===== src/rtl/transpose_scheduler.sv =====
// Round-robin arbiter sharing one matrix_transpose unit among R requesters.
// Captures the winner's matrix, pulses start, waits (with watchdog) for done, then acks.
module transpose_scheduler #(
  parameter int R       = 4,
  parameter int N       = 3,
  parameter int D       = 3,
  parameter int WIDTH   = 8,
  parameter int TIMEOUT = 15
) (
  input  logic                                         clk,
  input  logic                                         reset,
  input  logic        [R-1:0]                          req,
  input  logic signed [R-1:0][N-1:0][D-1:0][WIDTH-1:0] in_mat,
  output logic                                         tp_start,
  output logic signed [N-1:0][D-1:0][WIDTH-1:0]        tp_in,
  input  logic                                         tp_done,
  output logic        [R-1:0]                          grant,
  output logic        [$clog2(R)-1:0]                  grant_id,
  output logic        [R-1:0]                          ack,
  output logic                                         err,
  output logic                                         busy
);

  localparam int IDW = $clog2(R);
  localparam int CW  = $clog2(TIMEOUT);

  typedef enum logic [1:0] {
    S_IDLE  = 2'd0,
    S_START = 2'd1,
    S_WAIT  = 2'd2,
    S_ACK   = 2'd3
  } state_t;

  state_t                               state_q, state_d;
  logic [IDW-1:0]                       rr_ptr_q, rr_ptr_d;
  logic [CW-1:0]                        cnt_q, cnt_d;
  logic                                 tp_start_q, tp_start_d;
  logic signed [N-1:0][D-1:0][WIDTH-1:0] tp_in_q, tp_in_d;
  logic [R-1:0]                         grant_q, grant_d;
  logic [IDW-1:0]                       grant_id_q, grant_id_d;
  logic [R-1:0]                         ack_q, ack_d;
  logic                                 err_q, err_d;
  logic                                 busy_q, busy_d;

  logic                                 found;
  logic [IDW-1:0]                       win_idx;

  // First requester at or after rr_ptr, wrapping around.
  always_comb begin
    found   = 1'b0;
    win_idx = '0;
    for (int k = 0; k < R; k++) begin
      int j;
      j = int'(rr_ptr_q) + k;
      if (j >= R) j = j - R;
      if (!found && req[IDW'(j)]) begin
        found   = 1'b1;
        win_idx = IDW'(j);
      end
    end
  end

  always_comb begin
    state_d    = state_q;
    rr_ptr_d   = rr_ptr_q;
    cnt_d      = cnt_q;
    tp_start_d = 1'b0;
    tp_in_d    = tp_in_q;
    grant_d    = grant_q;
    grant_id_d = grant_id_q;
    ack_d      = '0;
    err_d      = 1'b0;
    busy_d     = busy_q;
    case (state_q)
      S_IDLE: begin
        if (found) begin
          state_d    = S_START;
          grant_d    = R'(1) << win_idx;
          grant_id_d = win_idx;
          tp_in_d    = in_mat[win_idx];
          rr_ptr_d   = (win_idx == IDW'(R-1)) ? '0 : win_idx + 1'b1;
          tp_start_d = 1'b1;
          busy_d     = 1'b1;
        end
      end
      S_START: begin
        state_d = S_WAIT;
        cnt_d   = '0;
      end
      S_WAIT: begin
        if (tp_done) begin
          state_d = S_ACK;
          ack_d   = grant_q;
        end else if (cnt_q == CW'(TIMEOUT-1)) begin
          // Watchdog expired: release the owner anyway, flagged as an error.
          state_d = S_ACK;
          ack_d   = grant_q;
          err_d   = 1'b1;
        end else begin
          cnt_d = cnt_q + 1'b1;
        end
      end
      S_ACK: begin
        state_d    = S_IDLE;
        grant_d    = '0;
        grant_id_d = '0;
        busy_d     = 1'b0;
      end
      default: state_d = S_IDLE;
    endcase
  end

  always_ff @(posedge clk or negedge reset) begin
    if (!reset) begin
      state_q    <= S_IDLE;
      rr_ptr_q   <= '0;
      cnt_q      <= '0;
      tp_start_q <= 1'b0;
      tp_in_q    <= '0;
      grant_q    <= '0;
      grant_id_q <= '0;
      ack_q      <= '0;
      err_q      <= 1'b0;
      busy_q     <= 1'b0;
    end else begin
      state_q    <= state_d;
      rr_ptr_q   <= rr_ptr_d;
      cnt_q      <= cnt_d;
      tp_start_q <= tp_start_d;
      tp_in_q    <= tp_in_d;
      grant_q    <= grant_d;
      grant_id_q <= grant_id_d;
      ack_q      <= ack_d;
      err_q      <= err_d;
      busy_q     <= busy_d;
    end
  end

  assign tp_start = tp_start_q;
  assign tp_in    = tp_in_q;
  assign grant    = grant_q;
  assign grant_id = grant_id_q;
  assign ack      = ack_q;
  assign err      = err_q;
  assign busy     = busy_q;

endmodule


===== config.mk =====
export PLATFORM = sky130hd
export DESIGN_NAME = transpose_scheduler
export DESIGN_NICKNAME = d
export VERILOG_FILES = /design/src/rtl/transpose_scheduler.sv
export SDC_FILE = /design/constraint.sdc
export NUM_CORES = 1
export LEC_CHECK = 0
export BUFFER_PORTS_ARGS = -buffer_cell sky130_fd_sc_hd__buf_4
export CORE_AREA = 5 5 146 148
export CTS_CLUSTER_DIAMETER = 150
export DETAILED_ROUTE_END_ITERATION = 10
export DIE_AREA = 0 0 151 153
export HOLD_SLACK_MARGIN = 0.12
export SLEW_MARGIN = 20
export SYNTH_ARGS = -nofsm -noshare
export SYNTH_HDL_FRONTEND = slang
export SYNTH_SLANG_ARGS = --single-unit

===== constraint.sdc =====
create_clock -name clk -period 1.9 [get_ports clk]
set_clock_uncertainty 0.1 [all_clocks]
set_input_delay 0.285 -clock clk [delete_from_list [all_inputs] [get_ports clk]]
set_output_delay 0.285 -clock clk [all_outputs]
set_load 0.02 [all_outputs]

==> out/qor.csv <==
metric,value,unit
layout_common_cells,"399 x buf_4, 125 x mux2i_1, 93 x dfrtp_1, 84 x nand2_1, 67 x o221ai_1",
yosys-top-cells-area,"dfrtp_1 43%, mux2i_1 26%, o221ai_1 12%",
finalSetupViolCount,27,
cp_top_family,compound AO/OA/AOI/OAI gates,
whs,0.140,ns
final_common_cell,buf_4,
seqPwrFrac,0.241,
cts_sinks,93,
syn_nets,812,
ys_types,31,
cp.required,2.02,ns
wl_met3,1990,µm
die_x,151,µm
pin_count,380,
max-slew-margin-rel,0.630,
fmax,513,MHz
rsz0062_at_grt,yes,
reg2reg_slack,-0.05,ns
ys.warnings.count,0,
clockPowerShare,0.131,
rows,52,
die_h,153,µm
totalWireLength,22900,µm
hold_path.class,in -> reg,
synth_top_area_share,0.426,
timing.final.crit_period,1.95,ns
final_core_util,0.492,
syn_area,5460,µm²
cp-end-kind,flop,
final_nets,1221,
critPathSlowestCell,a211o_4,
power_density,1470,nW/µm²
slowest_delay,0.41,ns
vias_per_cell,4.77,
vias,5685,
setup_ws,-0.0482,ns
fin_crit_sh,1.03,
dr.pass1.iters,4,
yosys.area.top_type,dfrtp_1,
num-fill-cells,1911,
cap_violations,0,
criticalPathCategory,reg -> reg,
coreArea,19900,µm²
power_switching,5.91,mW
syn-mean-instance-area,10.7,µm²
io_buffers,379,
cts_inserted_buffers,9,
grt_pass1_vias,5949,
start_util,0.274,
htreeDepth,3,
grt_max_degree,94,
avgRoutedWirePerCell,19.2,µm
synthCells,509,
overflow,0,
combPwrFrac,0.628,
path_cells,nor2b_2 > o21ba_1 > a211o_4 > buf_12 > buf_16 > mux2i_1 > o221ai_1,
drt-initial-drc-count,184,
diodes,0,
critical_path_buf_inv_count,2,
wl_met2,11800,µm
cts_tree,done,
tightestPinTransition,0.552,ns
failed_checks,negative setup slack,
gp_congestion,0.819,
p_int,8.51,mW
dieArea,23100,µm²
seq_area_frac_synth,0.426,
cp_max_fo,7,
area_growth,79.3,%
grt.total_usage,0.181,
critPathArrivalTime,2.07,ns
route.detailed.drc,0,
cts_root_buf,clkbuf_16,
sw_frac_of_total,0.410,
grt_pass1_wl,32900,µm
clock_tree.buffer_depth,2,
hpwl,17100,µm
path_clk_slew,0.07,ns
ant_nets,0,
start_kind,flop,
final-hold-violation-count,0,
power.leakage,5.08,nW
clock_latency,0.34,ns
final_max_slew_viol_count,0,
status,"complete, but fails checks",
met1_length,8660,µm
top_layer_used,met4,
synth-seq-cells,93,
ir_drop,548,µV
drive_gt1_frac,0.529,
antenna_found_initial,0,
-- layer usage --
layer,vias to the layer above,track usage
met5,-,0
li1,2732,-
met2,245,0.318
met1,2677,0.213
met4,0,0.0600
met3,31,0.0480
-- sequential cells by signal (all words and copies together) (netlist names) --
name / cells
tp_in: 72
ack: 4
cnt_q: 4
grant: 4
grant_id: 2
rr_ptr_q: 2
state_q: 2
busy: 1
err: 1
tp_start: 1
-- cell families after synthesis --
kind of cell             Yosys count  synth area share
buffers and inverters             51            0.0564
adder cells (fa/ha/maj)            8            0.0183
AND/OR/NAND/NOR                  111            0.0832
AO/OA/AOI/OAI                    100             0.149
flip-flops                        93             0.426
XOR/XNOR                           2           0.00321
multiplexers                     144             0.264
-- synth_stat cells, drive strengths merged --
| cell type | n |
|---|---|
| a211oi | 1 |
| nand3 | 4 |
| inv | 11 |
| nor4 | 1 |
| xor2 | 2 |
| o21ba | 1 |
| ha | 8 |
| clkbuf | 21 |
| a21boi | 1 |
| a21o | 1 |
| a22oi | 3 |
| nor2 | 8 |
| and2 | 4 |
| dfrtp | 93 |
| buf | 19 |
| a21oi | 3 |
| nand2 | 86 |
| nand4 | 1 |
| a32oi | 3 |
| mux2i | 144 |
| o22ai | 2 |
| a211o | 1 |
| o221ai | 72 |
| nor2b | 4 |
| nand2b | 3 |
| o21bai | 1 |
| o21ai | 11 |
-- worst reg2reg max path, delay by kind of cell (launching register included) --
| family | cells | cell delay [ns] |
|---|---|---|
| compound gates | 3 | 0.73 |
| flops | 1 | 0.39 |
| buf+inv | 2 | 0.35 |
| mux | 1 | 0.20 |
| simple gates | 1 | 0.06 |
-- what timing repair did --
item                                    CTS  global route
gates resized for setup                   6            55
endpoints found under the hold margin    94             0
buffers inserted                          0             4
hold buffers                              2             0
gates cloned                              1             6
pin swaps                                 2            45
endpoints found under the setup margin   17            77
-- per-stage QoR --
| step | worst slack, ns | total power [mW] | cells | instance area [µm²] | TNS (ns) |
|---|---|---|---|---|---|
| 6_report | -0.0482 | 14.4 | 1193 | 9790 | -0.474 |
| 5_1_grt | -0.124 | 15.3 | 1193 | 9790 | -5.19 |
| 4_1_cts | -0.0496 | 13.8 | 1183 | 9340 | -0.144 |
| 3_5_place_dp | -0.126 | 11.7 | 1164 | 8950 | -3.91 |
| 3_3_place_gp | -0.128 | 11.6 | 1164 | 8950 | -3.38 |
| 2_1_floorplan | 0.156 | 8.10 | 509 | 5460 | 0 |
-- path summary, 6_finish.rpt --
| path | start | end | depth (start not counted) |
|---|---|---|---|
| min in group asynchronous | reset | cnt_q[0]$_DFFE_PN0P_ | 3 |
| max in group asynchronous | reset | tp_in[35]$_DFFE_PN0P_ | 3 |
| setup reg to reg | rr_ptr_q[0]$_DFFE_PN0P_ | tp_in[25]$_DFFE_PN0P_ | 7 |
| setup / recovery | rr_ptr_q[0]$_DFFE_PN0P_ | tp_in[25]$_DFFE_PN0P_ | 7 |
| hold / removal | in_mat[259] | tp_in[43]$_DFFE_PN0P_ | 3 |
| hold reg to reg | tp_in[31]$_DFFE_PN0P_ | tp_in[31]$_DFFE_PN0P_ | 2 |
-- cell type report --
class                   count  area, µm²  area share
clock inverters             4       55.1     0.00562
repair buffers            438       3700       0.378
well taps                 270        338      0.0345
multi-input cells         365       3060       0.313
flip-flops and latches     93       2330       0.238
clock buffers              12        256      0.0262
inverters                  11       46.3     0.00473
-- power groups by stage --
stage / sequential (mW) / clock, mW / combinational, mW
5_1_grt: 3.60 / 2.04 / 9.71
3_5_place_dp: 3.49 / 0 / 8.23
3_3_place_gp: 3.46 / 0 / 8.17
6_report: 3.48 / 1.89 / 9.06
2_1_floorplan: 4.41 / 0 / 3.69
4_1_cts: 3.48 / 1.97 / 8.38
(Power assumes the default switching activity.)
